## config.mk

```make
export PLATFORM = sky130hd
export DESIGN_NAME = gate_tt_sequencer
export DESIGN_NICKNAME = d
export VERILOG_FILES = /design/src/rtl/gate_tt_pkg.sv /design/src/rtl/gate_tt_settle_cnt.sv /design/src/rtl/gate_tt_sequencer.sv
export SDC_FILE = /design/constraint.sdc
export NUM_CORES = 1
export LEC_CHECK = 0
export ABC_AREA = 1
export ABC_CLOCK_PERIOD_IN_PS = 2650
export BUFFER_PORTS_ARGS = -buffer_cell sky130_fd_sc_hd__clkbuf_2
export CORE_UTILIZATION = 60
export DETAILED_ROUTE_END_ITERATION = 8
export GPL_TIMING_DRIVEN = 1
export PLACE_DENSITY = 0.89
export SLEW_MARGIN = 40
export SYNTH_ARGS = -nofsm -noshare
export SYNTH_HDL_FRONTEND = slang
export SYNTH_HIERARCHICAL = 1
export SYNTH_SLANG_ARGS = --single-unit
```

## constraint.sdc

```tcl
create_clock -name clk -period 2.65 [get_ports clk]
set_input_delay 0 -clock clk [delete_from_list [all_inputs] [get_ports clk]]
set_output_delay 0 -clock clk [all_outputs]
set_load 0.01 [all_outputs]
```

## src/rtl/gate_tt_pkg.sv

```systemverilog
// Shared types and constants for the two-input gate truth-table sequencer.
package gate_tt_pkg;

  // Sequencer phases: one DRIVE/SETTLE/SAMPLE pass per input vector, then DONE.
  typedef enum logic [2:0] {
    ST_IDLE   = 3'd0,
    ST_DRIVE  = 3'd1,
    ST_SETTLE = 3'd2,
    ST_SAMPLE = 3'd3,
    ST_DONE   = 3'd4
  } state_e;

  // Number of input combinations of a two-input gate.
  localparam int unsigned NUM_VECTORS = 4;

  // Width of the settle down-counter; holds 0..255 settle cycles.
  localparam int unsigned CNT_W = 8;

  // Truth tables: bit i is the gate output for {A,B} = i.
  localparam logic [NUM_VECTORS-1:0] TT_NAND = 4'b0111;
  localparam logic [NUM_VECTORS-1:0] TT_AND  = 4'b1000;
  localparam logic [NUM_VECTORS-1:0] TT_OR   = 4'b1110;
  localparam logic [NUM_VECTORS-1:0] TT_XOR  = 4'b0110;

endpackage

```

## src/rtl/gate_tt_settle_cnt.sv

```systemverilog
// Settle down-counter: loaded at the start of a settle window, decremented
// once per settle cycle, flags expiry when the last settle cycle is reached.
module gate_tt_settle_cnt
  import gate_tt_pkg::*;
(
  input  logic             clk,
  input  logic             rst_n,
  input  logic             i_clr,
  input  logic             i_load,
  input  logic [CNT_W-1:0] i_load_val,
  input  logic             i_dec,
  output logic             o_expire
);

  logic [CNT_W-1:0] r_count;

  // Counter register: clear wins over load, load over decrement; never wraps below zero.
  always_ff @(posedge clk or negedge rst_n) begin
    if (!rst_n) begin
      r_count <= {CNT_W{1'b0}};
    end else if (i_clr) begin
      r_count <= {CNT_W{1'b0}};
    end else if (i_load) begin
      r_count <= i_load_val;
    end else if (i_dec && (r_count != {CNT_W{1'b0}})) begin
      r_count <= r_count - CNT_W'(1);
    end else begin
      r_count <= r_count;
    end
  end

  // Expiry marks the final settle cycle so the window lasts exactly the loaded count.
  assign o_expire = (r_count == CNT_W'(1));

endmodule

```

## src/rtl/gate_tt_sequencer.sv

```systemverilog
// Truth-table sequencer: walks {A,B} through 00,01,10,11, waits for the gate
// under test to settle, samples its output against EXPECT and reports the run.
module gate_tt_sequencer
  import gate_tt_pkg::*;
#(
  parameter int unsigned                 SETTLE_CYCLES = 4,
  parameter logic [NUM_VECTORS-1:0]      EXPECT        = TT_NAND
) (
  input  logic                   clk,
  input  logic                   rst_n,
  input  logic                   start,
  input  logic                   abort,
  input  logic                   gate_y,
  output logic                   drv_a,
  output logic                   drv_b,
  output logic                   busy,
  output logic                   done,
  output logic                   pass,
  output logic [2:0]             err_count,
  output logic [NUM_VECTORS-1:0] fail_vec
);

  localparam logic [CNT_W-1:0] SETTLE_LOAD = CNT_W'(SETTLE_CYCLES);
  localparam logic [1:0]       LAST_IDX    = 2'(NUM_VECTORS - 1);

  state_e                 r_state;
  state_e                 w_state_nxt;
  logic [1:0]             r_idx;
  logic [2:0]             r_wcount;
  logic [NUM_VECTORS-1:0] r_wmask;
  logic                   r_busy;
  logic                   r_done;
  logic                   r_pass;
  logic [2:0]             r_err_count;
  logic [NUM_VECTORS-1:0] r_fail_vec;

  logic                   w_abort_run;
  logic                   w_mismatch;
  logic [2:0]             w_count_fin;
  logic [NUM_VECTORS-1:0] w_mask_fin;
  logic                   w_cnt_clr;
  logic                   w_cnt_load;
  logic                   w_cnt_dec;
  logic                   w_cnt_expire;

  gate_tt_settle_cnt u_settle_cnt (
    .clk        (clk),
    .rst_n      (rst_n),
    .i_clr      (w_cnt_clr),
    .i_load     (w_cnt_load),
    .i_load_val (SETTLE_LOAD),
    .i_dec      (w_cnt_dec),
    .o_expire   (w_cnt_expire)
  );

  // Compare and working-result arithmetic, including the vector being sampled now.
  always_comb begin
    w_abort_run = 1'b0;
    if (r_state != ST_IDLE) begin
      w_abort_run = abort;
    end else begin
      w_abort_run = 1'b0;
    end
    w_mismatch  = (gate_y != EXPECT[r_idx]);
    w_count_fin = r_wcount + {2'b00, w_mismatch};
    w_mask_fin  = r_wmask | ({{(NUM_VECTORS-1){1'b0}}, w_mismatch} << r_idx);
  end

  // State register.
  always_ff @(posedge clk or negedge rst_n) begin
    if (!rst_n) begin
      r_state <= ST_IDLE;
    end else begin
      r_state <= w_state_nxt;
    end
  end

  // Next-state and settle-counter control; abort of a live run overrides everything.
  always_comb begin
    w_state_nxt = r_state;
    w_cnt_clr   = 1'b0;
    w_cnt_load  = 1'b0;
    w_cnt_dec   = 1'b0;
    if (w_abort_run) begin
      w_state_nxt = ST_IDLE;
      w_cnt_clr   = 1'b1;
    end else begin
      case (r_state)
        ST_IDLE: begin
          if (start && !abort) begin
            w_state_nxt = ST_DRIVE;
          end else begin
            w_state_nxt = ST_IDLE;
          end
        end
        ST_DRIVE: begin
          w_cnt_load = 1'b1;
          if (SETTLE_LOAD == {CNT_W{1'b0}}) begin
            w_state_nxt = ST_SAMPLE;
          end else begin
            w_state_nxt = ST_SETTLE;
          end
        end
        ST_SETTLE: begin
          w_cnt_dec = 1'b1;
          if (w_cnt_expire) begin
            w_state_nxt = ST_SAMPLE;
          end else begin
            w_state_nxt = ST_SETTLE;
          end
        end
        ST_SAMPLE: begin
          if (r_idx == LAST_IDX) begin
            w_state_nxt = ST_DONE;
          end else begin
            w_state_nxt = ST_DRIVE;
          end
        end
        ST_DONE: begin
          w_state_nxt = ST_IDLE;
        end
        default: begin
          w_state_nxt = ST_IDLE;
        end
      endcase
    end
  end

  // Status flags registered from the next state so they line up with the state itself.
  always_ff @(posedge clk or negedge rst_n) begin
    if (!rst_n) begin
      r_busy <= 1'b0;
      r_done <= 1'b0;
    end else begin
      r_busy <= (w_state_nxt == ST_DRIVE) || (w_state_nxt == ST_SETTLE) ||
                (w_state_nxt == ST_SAMPLE);
      r_done <= (w_state_nxt == ST_DONE);
    end
  end

  // Vector index, working tallies and published results; results only move at run end.
  always_ff @(posedge clk or negedge rst_n) begin
    if (!rst_n) begin
      r_idx       <= 2'd0;
      r_wcount    <= 3'd0;
      r_wmask     <= {NUM_VECTORS{1'b0}};
      r_pass      <= 1'b0;
      r_err_count <= 3'd0;
      r_fail_vec  <= {NUM_VECTORS{1'b0}};
    end else if (w_abort_run) begin
      r_idx <= 2'd0;
    end else begin
      case (r_state)
        ST_IDLE: begin
          if (start && !abort) begin
            r_idx    <= 2'd0;
            r_wcount <= 3'd0;
            r_wmask  <= {NUM_VECTORS{1'b0}};
          end
        end
        ST_SAMPLE: begin
          r_wcount <= w_count_fin;
          r_wmask  <= w_mask_fin;
          if (r_idx == LAST_IDX) begin
            r_fail_vec  <= w_mask_fin;
            r_err_count <= w_count_fin;
            r_pass      <= (w_count_fin == 3'd0);
          end else begin
            r_idx <= r_idx + 2'd1;
          end
        end
        default: begin
          r_idx <= r_idx;
        end
      endcase
    end
  end

  assign drv_a     = r_idx[1];
  assign drv_b     = r_idx[0];
  assign busy      = r_busy;
  assign done      = r_done;
  assign pass      = r_pass;
  assign err_count = r_err_count;
  assign fail_vec  = r_fail_vec;

endmodule
```

==> qor.txt, run 1 <==
Status - finished, final reports clean
Clock Root Buffer - clkbuf_4
Worst-path fanout max - 7
Clock power frac - 0.187
Chip height - 55.9 um
Core Region - 2760 sq um
Fmax - 489 MHz
Number of port buffers - 16
Distinct cells, synth - 26
Inst Count DP - 277
Total GRT Usage - 0.249
Seq/Total Area, Yosys - 0.430
Crit path max-delay family - adder cells
Sw frac - 0.431
Seq pwr share - 0.383
Layout cell share with drive strength beyond 1 - 0.169
Crit path required time - 2880 ps
CTS tree - yes
Top-count cell post-synth - nand2_1
Slew HR - 0.558
Cell Pwr Density - 801 nW/um^2
Nets - 266
Final Skew - 8.01 ps
H-Tree Level Count - 2
CP Capture Type - register
Post-synthesis mux area share - 0.00573
Arrival @ worst endpoint - 2280 ps
Peak supply drop - 692 uV
Synth warn - 6
RePlAce Congestion - 0.859
Ys flop type - dfrtp_1
Finish-stage setup viols - 0
Internal power - 0.000885 W
Clock tree buffer depth - 2
Post-route setup slack - 603 ps
HPWL after DPL - 2540 um
Starting Density - 0.633
Cell mode on critical path - ha_1
Post-synthesis cell count - 226
Gr ovfl total - 0
Startpoint Class - register
Synth top area share - 0.430
DRC Markers - 0
Adder-cell share of the synthesized area - 0.0502
Asr flop ratio synth - 1.00
Worst-path clk slew - 100 ps
Die W - 55.9 um
CP cell instances - ha_1 > xnor2_1 > ha_1 > ha_1 > xor2_1 > inv_1 > nand3_1 > nand2_1
Compound-cell area share of the yosys netlist - 0.0595
Setup_tns - 0 ps
Hold Crit Class - in2reg
First-pass GRT wire length - 5910 um
Post-synthesis xor/xnor area fraction - 0.0151
Ports - 17
Max Slew Vio Count - 0
Synthesized flop and latch total - 30
Logic pwr share - 0.429
P_leak - 1.14 nW
Dominant combinational cell family by area after synthesis - simple AND/OR/NAND/NOR gates
Slowest CP cell - dfrtp_1
# fillers - 232
Pre-CTS setup slack - 642 ps
Ranking of synthesized cells by area - dfrtp_1, nand2_1, nand3_1, inv_1, ha_1
CP max stage delay - 460 ps
Final core utilization - 0.705
N_diodes - 0
Area leader, netlist - dfrtp_1
Antenna violations before repair - 0
Setup bufs post-CTS - 0
Area growth, synth to finish - 11.4%
Layout Cells excl Fill - 286
Top post-synthesis cells by count - nand2_1, dfrtp_1, inv_1
NetSw - 0.000672 W
Num CTS Buffers - 5
EDFF count, synth - 0
Period utilization - 0.772
Post-synthesis cell area - 1750 sq um
Via/cell ratio - 5.12
DRT iter0 DRCs - 65
Measured slew at the worst slew-check pin - 663 ps
Clock sinks - 30
Minimum clock period - 2050 ps
RSZ-0062 raised after global routing - no
Skew-Pair Late Insertion Delay - 330 ps
First-pass iteration count of the detailed router - 5
Routed WL per cell - 11.9 um
Rows - 19
WL final - 3400 um
Post-Synth Simple-Gate Area - 0.363
Vias in the first global route - 1287
Via Count - 1463
Hold Violations, Final - 0
Pin count of the biggest net entering global routing - 31
Syn avg cell area - 7.72 sq um
Antenna Nets Post-Route - 0
WP buf/inv - 1
Critical path class - reg2reg
Die ar. - 3130 sq um
Max-cap violations - 0
per-layer routing:
layer,vias up,wire length [um],track usage
li1,761,-,-
met4,0,82,0.115
met3,10,158,0.0488
met1,657,1700,0.380
met2,35,1460,0.341
met5,-,0,0
final timing paths:
| path | from | to | slack [ps] | depth (start not counted) |
|---|---|---|---|---|
| setup reg to reg | r_idx[1] | pass | 600 | 8 |
| setup / recovery | r_idx[1] | pass | 600 | 8 |
| hold / removal | abort | r_state[0] | 70 | 4 |
| max in group asynchronous | rst_n | u_settle_cnt/r_count[4] | 2000 | 2 |
| hold reg to reg | err_count[0] | err_count[0] | 490 | 2 |
| min in group asynchronous | rst_n | r_wmask[2] | 220 | 2 |
flip-flops by register name (all words and copies together) (netlist names):
name	flops
u_settle_cnt/r_count	8
fail_vec	4
r_wmask	4
err_count	3
r_state	3
r_wcount	3
r_idx	2
busy	1
done	1
pass	1
power by group through the flow:
stage | Clock (W) | Sequential [W] | Combinational, W
after detailed placement | 0 | 0.000605 | 0.000662
after global placement | 0 | 0.000601 | 0.000650
after CTS | 0.000300 | 0.000595 | 0.000666
after floorplan | 0 | 0.000593 | 0.000532
final | 0.000292 | 0.000596 | 0.000669
after global routing | 0.000314 | 0.000610 | 0.000762
stage by stage:
stage | cell area (sq um) | power, W | hold slack, ps
after floorplan | 1770 | 0.00113 | -296
after global placement | 1870 | 0.00125 | 95.2
after CTS | 1940 | 0.00156 | 61.4
after detailed placement | 1870 | 0.00127 | 101
after global routing | 1940 | 0.00168 | 92.8
final | 1940 | 0.00156 | 72.9
what timing repair did:
action,CTS,global route
endpoints found under the hold margin,30,0
gates resized for setup,0,0
hold buffers,1,0
area by class of cell:
class | instances | area [sq um] | share of cell area
Timing Repair Buffer | 17 | 90.1 | 0.0463
Tap cell | 31 | 38.8 | 0.0199
Clock buffer | 6 | 51.3 | 0.0264
Multi-Input combinational cell | 171 | 892 | 0.459
Sequential cell | 30 | 751 | 0.386
Clock inverter | 2 | 12.5 | 0.00644
Inverter | 29 | 109 | 0.0560
worst reg2reg max path: stages (launching register included):
cell and delay, ps:
dfrtp_1 460, ha_1 240, xnor2_1 410, ha_1 260, ha_1 170, xor2_1 180, inv_1 80, nand3_1 90
nand2_1 60
cells in the final DEF, fill, tap and decap left out, types with 2 or more instances in the layout:
cell type,instances
inv_2,2
nand2_1,75
nand4_1,3
xor2_1,2
dfrtp_1,30
inv_1,27
nand3_1,26
nand2_4,2
ha_1,7
clkbuf_4,5
nand2_2,4
o21ai_2,5
nor2_1,18
o21ai_0,10
clkbuf_2,15
nor2_8,2
conb_1,8
cells by family after synthesis:
kind of cell | after synthesis
AO/OA/AOI/OAI | 17
buffers and inverters | 31
adder cells (fa/ha/maj) | 7
XOR/XNOR | 3
other | 2
flip-flops | 30
multiplexers | 1
AND/OR/NAND/NOR | 135
No activity file was read; power rests on OpenSTA's default activity.
==> run 2: changes to the inputs <==
ABC_CLOCK_PERIOD_IN_PS = 1640   (was 2650)
CORE_UTILIZATION = 52   (was 60)
PLACE_DENSITY = 0.82   (was 0.89)
clock period = 1.64 ns   (was 2.65 ns; I/O delays follow)
==> run 2 against run 1 <==
  * Register-to-register slack lost 530 ps
  * Non-clock buffer count grew 9
  * Clock skew grew 2.2 ps
  * Critical endpoint is now r_wcount[2]
  * First-iteration DRC count increased by 3.1%
==> qor.txt, run 2 (same netlist as run 1, synthesis figures left out) <==
Max-cap violations - 0
Peak supply drop - 827 uV
Crit path required time - 1860 ps
RePlAce Congestion - 0.891
Hold Crit Class - in2async
Arrival @ worst endpoint - 1790 ps
Internal power - 0.00147 W
Antenna Nets Post-Route - 0
Core Region - 3130 sq um
Post-route design area - 2090 sq um
R2r startpoint - r_idx[1]
Final Skew - 10.2 ps
Clock tree buffer depth - 2
Worst R2R Setup Slack - 80 ps
Logic pwr share - 0.444
Max Slew Vio Count - 0
CTS tree - yes
Via/cell ratio - 4.93
Clock power frac - 0.178
Minimum clock period - 1560 ps
CP Capture Type - register
Placed inst area - 1960 sq um
Vias in the first global route - 1365
Nets - 275
Rows - 20
Clock sinks - 30
Worst setup path startpoint - r_idx[1]
First-pass GRT wire length - 6060 um
First-pass iteration count of the detailed router - 4
Commonest non-fill, non-tap cells in the layout - nand2_1, dfrtp_1, inv_1
Power Total - 0.00253 W
Number of port buffers - 16
Commonest non-fill, non-tap cell in the layout - nand2_1
Clock Root Buffer - clkbuf_4
DRC Markers - 0
Die W - 59.9 um
Finish-stage setup viols - 0
Worst-path fanout max - 2
H-Tree Level Count - 2
Cell Pwr Density - 1210 nW/um^2
Critical path class - reg2reg
Chip height - 59.9 um
Largest register FFs - 8
Seq pwr share - 0.378
Biggest register - u_settle_cnt/r_count
Num CTS Buffers - 5
Worst hold slack - 144 ps
Total GRT Usage - 0.229
Pin count of the biggest net entering global routing - 17
Gr ovfl total - 0
Routed WL per cell - 11.3 um
Worst-path clk slew - 100 ps
Area growth, synth to finish - 19.8%
Layout cell share with drive strength beyond 1 - 0.220
N_diodes - 0
DRT iter0 DRCs - 67
Ports - 17
Starting Density - 0.558
Die ar. - 3590 sq um
Antenna violations before repair - 0
Period utilization - 0.953
Skew-Pair Late Insertion Delay - 320 ps
Sw frac - 0.419
Fmax - 640 MHz
RSZ-0062 raised after global routing - no
Via Count - 1518
NetSw - 0.00106 W
Hold Violations, Final - 0
P_leak - 1.19 nW
WL final - 3480 um
Final core utilization - 0.668
HPWL after DPL - 2570 um
Status - finished, final reports clean
Startpoint Class - register
-- run 2: cell count changes in the layout (fill, tap and decap cells not counted), sizes merged --
cell / delta
clkinvlp: -1
clkbuf: +2
buf: +8
-- run 2: final cells by class --
| class | instances | area (sq um) |
|---|---|---|
| Fill cell | 269 | 1040 |
| Multi-Input combinational cell | 171 | 956 |
| Sequential cell | 30 | 753 |
| Timing Repair Buffer | 26 | 158 |
| Inverter | 29 | 109 |
| Clock buffer | 7 | 55.1 |
| Tap cell | 44 | 55.1 |
| Clock inverter | 1 | 5.00 |
-- run 2: critical path: stages, from the launching register on --
cell	delay, ps
dfrtp_2	440
ha_4	180
xnor2_4	130
ha_4	170
ha_4	150
xor2_2	140
buf_4	130
nand3_1	70
nand2_1	50
-- run 2: path summary, 6_finish.rpt --
kind,end,depth (start not counted)
setup / recovery,r_wcount[2],8
hold / removal,r_state[2],2
setup reg to reg,r_wcount[2],8
hold reg to reg,fail_vec[2],2
max in group asynchronous,u_settle_cnt/r_count[2],3
min in group clk,r_state[0],5
-- run 2: stage by stage --
step	std cells	worst slack [ps]	setup TNS [ps]
2_1_floorplan	232	10.4	0
3_3_place_gp	298	61.1	0
3_5_place_dp	298	-37.6	-63.3
4_1_cts	307	-4.64	-4.64
5_1_grt	308	2.51	0
6_report	308	77.8	0
-- run 2: timing repair --
| item | 4_1_cts | 5_1_grt |
|---|---|---|
| hold endpoints to repair | 15 | 0 |
| hold buffers | 1 | 0 |
| buffers inserted | 0 | 1 |
| pin swaps | 4 | 2 |
| resized for setup | 6 | 1 |
| endpoints found under the setup margin | 2 | 2 |
-- run 2: layer usage --
layer	global-route usage	routed length, um	vias to the layer above
met5	0	0	-
met4	0.0764	55	0
met3	0.0584	229	8
met2	0.349	1590	45
met1	0.318	1600	694
li1	-	-	771
-- run 2: power groups by stage --
stage,registers (W),logic (W),clock network [W]
after floorplan,0.000960,0.000860,0
after global placement,0.000961,0.00109,0
after detailed placement,0.000967,0.00111,0
after CTS,0.000954,0.00112,0.000472
after global routing,0.000972,0.00130,0.000494
final,0.000958,0.00112,0.000452
==> run 3: changes to the inputs <==
ABC_CLOCK_PERIOD_IN_PS = 1900   (was 1640)
CORE_UTILIZATION = 60   (was 52)
MAX_ROUTING_LAYER = met4   (was not set)
PLACE_DENSITY = 0.89   (was 0.82)
SKIP_CTS_REPAIR_TIMING = 1   (was not set)
clock period = 1.9 ns   (was 1.64 ns; I/O delays follow)
==> run 3 against run 2 <==
  * Count of clock-buffer cells in the layout decreased by 1
  * Via count shrank 0.79%
  * Design area shrank 4.8%
  * Die area fell by 13%
  * Sequential power decreased by 13%
  * Clock skew decreased by 1.2 ps
  * Critical endpoint is now err_count[2]
  * Largest power group unchanged
==> qor.txt, run 3 (same netlist as run 1, synthesis figures left out) <==
Status - finished, final reports clean
Num CTS Buffers - 5
Core Region - 2760 sq um
Number of port buffers - 16
Slowest CP cell - dfrtp_1
Layout cell share with drive strength beyond 1 - 0.188
N_diodes - 0
Skew-Pair Late Insertion Delay - 330 ps
Worst-path clk slew - 100 ps
Via/cell ratio - 5.18
Logic pwr share - 0.429
Cell mode on critical path - ha_1
Die ar. - 3130 sq um
CP max stage delay - 400 ps
Arrival @ worst endpoint - 2000 ps
Commonest non-fill, non-tap cell in the layout - nand2_1
Max Slew Vio Count - 0
Finish-stage setup viols - 0
# fillers - 218
Measured slew at the worst slew-check pin - 657 ps
Hold Violations, Final - 0
WP buf/inv - 1
P_leak - 1.17 nW
HPWL after DPL - 2330 um
Setup_tns - 0 ps
CP Capture Type - register
Cell Pwr Density - 1090 nW/um^2
Rows - 19
First-pass iteration count of the detailed router - 4
WL final - 3310 um
DRT iter0 DRCs - 66
CP cell instances - ha_1 > xnor2_2 > ha_1 > ha_1 > xor2_1 > inv_1 > o21ai_0
Slew HR - 0.562
Largest register FFs - 8
Worst path depth - 7
Clock power frac - 0.188
Placed inst area - 1890 sq um
Inst Count DP - 280
Total GRT Usage - 0.251
CTS tree - yes
Antenna Nets Post-Route - 0
Hold Crit Class - in2reg
Via Count - 1506
Vias in the first global route - 1321
Sw frac - 0.427
Layout Cells excl Fill - 291
RePlAce Congestion - 0.897
Nets - 271
Crit path max-delay family - adder cells
Gr ovfl total - 0
NetSw - 0.000928 W
Seq pwr share - 0.384
Post-route design area - 1990 sq um
Peak supply drop - 1040 uV
Critical path class - reg2reg
Commonest non-fill, non-tap cells in the layout - nand2_1, dfrtp_1, inv_1
Routed WL per cell - 11.4 um
Cell depth of the worst min-delay path - 4
Area growth, synth to finish - 14.0%
Fmax - 574 MHz
DRC Markers - 0
Ports - 17
Internal power - 0.00124 W
Crit path required time - 2160 ps
Max-cap violations - 0
Antenna violations before repair - 0
Chip height - 55.9 um
R2R cell count - 7
Clock Root Buffer - clkbuf_4
Pin count of the biggest net entering global routing - 31
Worst-path fanout max - 4
H-Tree Level Count - 2
Clock sinks - 30
Starting Density - 0.633
Final Skew - 8.99 ps
Clock tree buffer depth - 2
Startpoint Class - register
First-pass GRT wire length - 5890 um
Die W - 55.9 um
Period utilization - 0.916
Biggest register - u_settle_cnt/r_count
Minimum clock period - 1740 ps
==> run 3: cell count changes in the layout (fill, tap and decap cells not counted), sizes merged <==
| cell | delta |
|---|---|
| clkbuf | -2 |
| buf | -3 |
| clkinvlp | +1 |
==> run 3: worst register-to-register path, stage by stage, from the launching register on <==
cell,delay (ps)
dfrtp_1,400
ha_1,230
xnor2_2,230
ha_1,210
ha_1,160
xor2_1,190
inv_1,80
o21ai_0,160
==> run 3: worst paths after layout <==
path	startpoint	to	slack, ps
setup / recovery	r_idx[1]	err_count[2]	160
max in group asynchronous	rst_n	u_settle_cnt/r_count[0]	1240
hold reg to reg	fail_vec[3]	fail_vec[3]	480
setup reg to reg	r_idx[1]	err_count[2]	160
min in group asynchronous	rst_n	u_settle_cnt/r_count[4]	230
hold / removal	abort	r_state[1]	110
==> run 3: power by group through the flow <==
stage / sequential, W / combinational, W / clock (W)
floorplan: 0.000828 / 0.000742 / 0
global placement: 0.000835 / 0.000896 / 0
detailed placement: 0.000840 / 0.000917 / 0
CTS: 0.000833 / 0.000923 / 0.000419
global route: 0.000847 / 0.00106 / 0.000442
finish: 0.000833 / 0.000930 / 0.000408
==> run 3: per-layer routing <==
| layer | up-vias | track usage | wire (um) |
|---|---|---|---|
| met4 | 0 | 0.0836 | 66 |
| met3 | 9 | 0.0698 | 190 |
| met5 | - | - | 0 |
| met2 | 47 | 0.356 | 1420 |
| li1 | 770 | - | - |
| met1 | 680 | 0.354 | 1630 |
==> run 3: layout make-up <==
cell class | instances | area, sq um | share of cell area
multi-input cells | 171 | 900 | 0.452
inverters | 29 | 109 | 0.0547
repair buffers | 22 | 128 | 0.0642
well taps | 31 | 38.8 | 0.0195
clock inverters | 2 | 12.5 | 0.00629
clock buffers | 6 | 51.3 | 0.0258
flip-flops and latches | 30 | 751 | 0.377
==> run 3: metrics by stage <==
stage	hold slack (ps)	utilization	setup slack, ps	power (W)
finish	112	0.721	159	0.00217
detailed placement	96.6	0.686	46.1	0.00176
global route	140	0.721	-20.9	0.00235
floorplan	-296	-	129	0.00157
global placement	98.6	0.686	135	0.00173
CTS	-265	0.710	4.90	0.00218
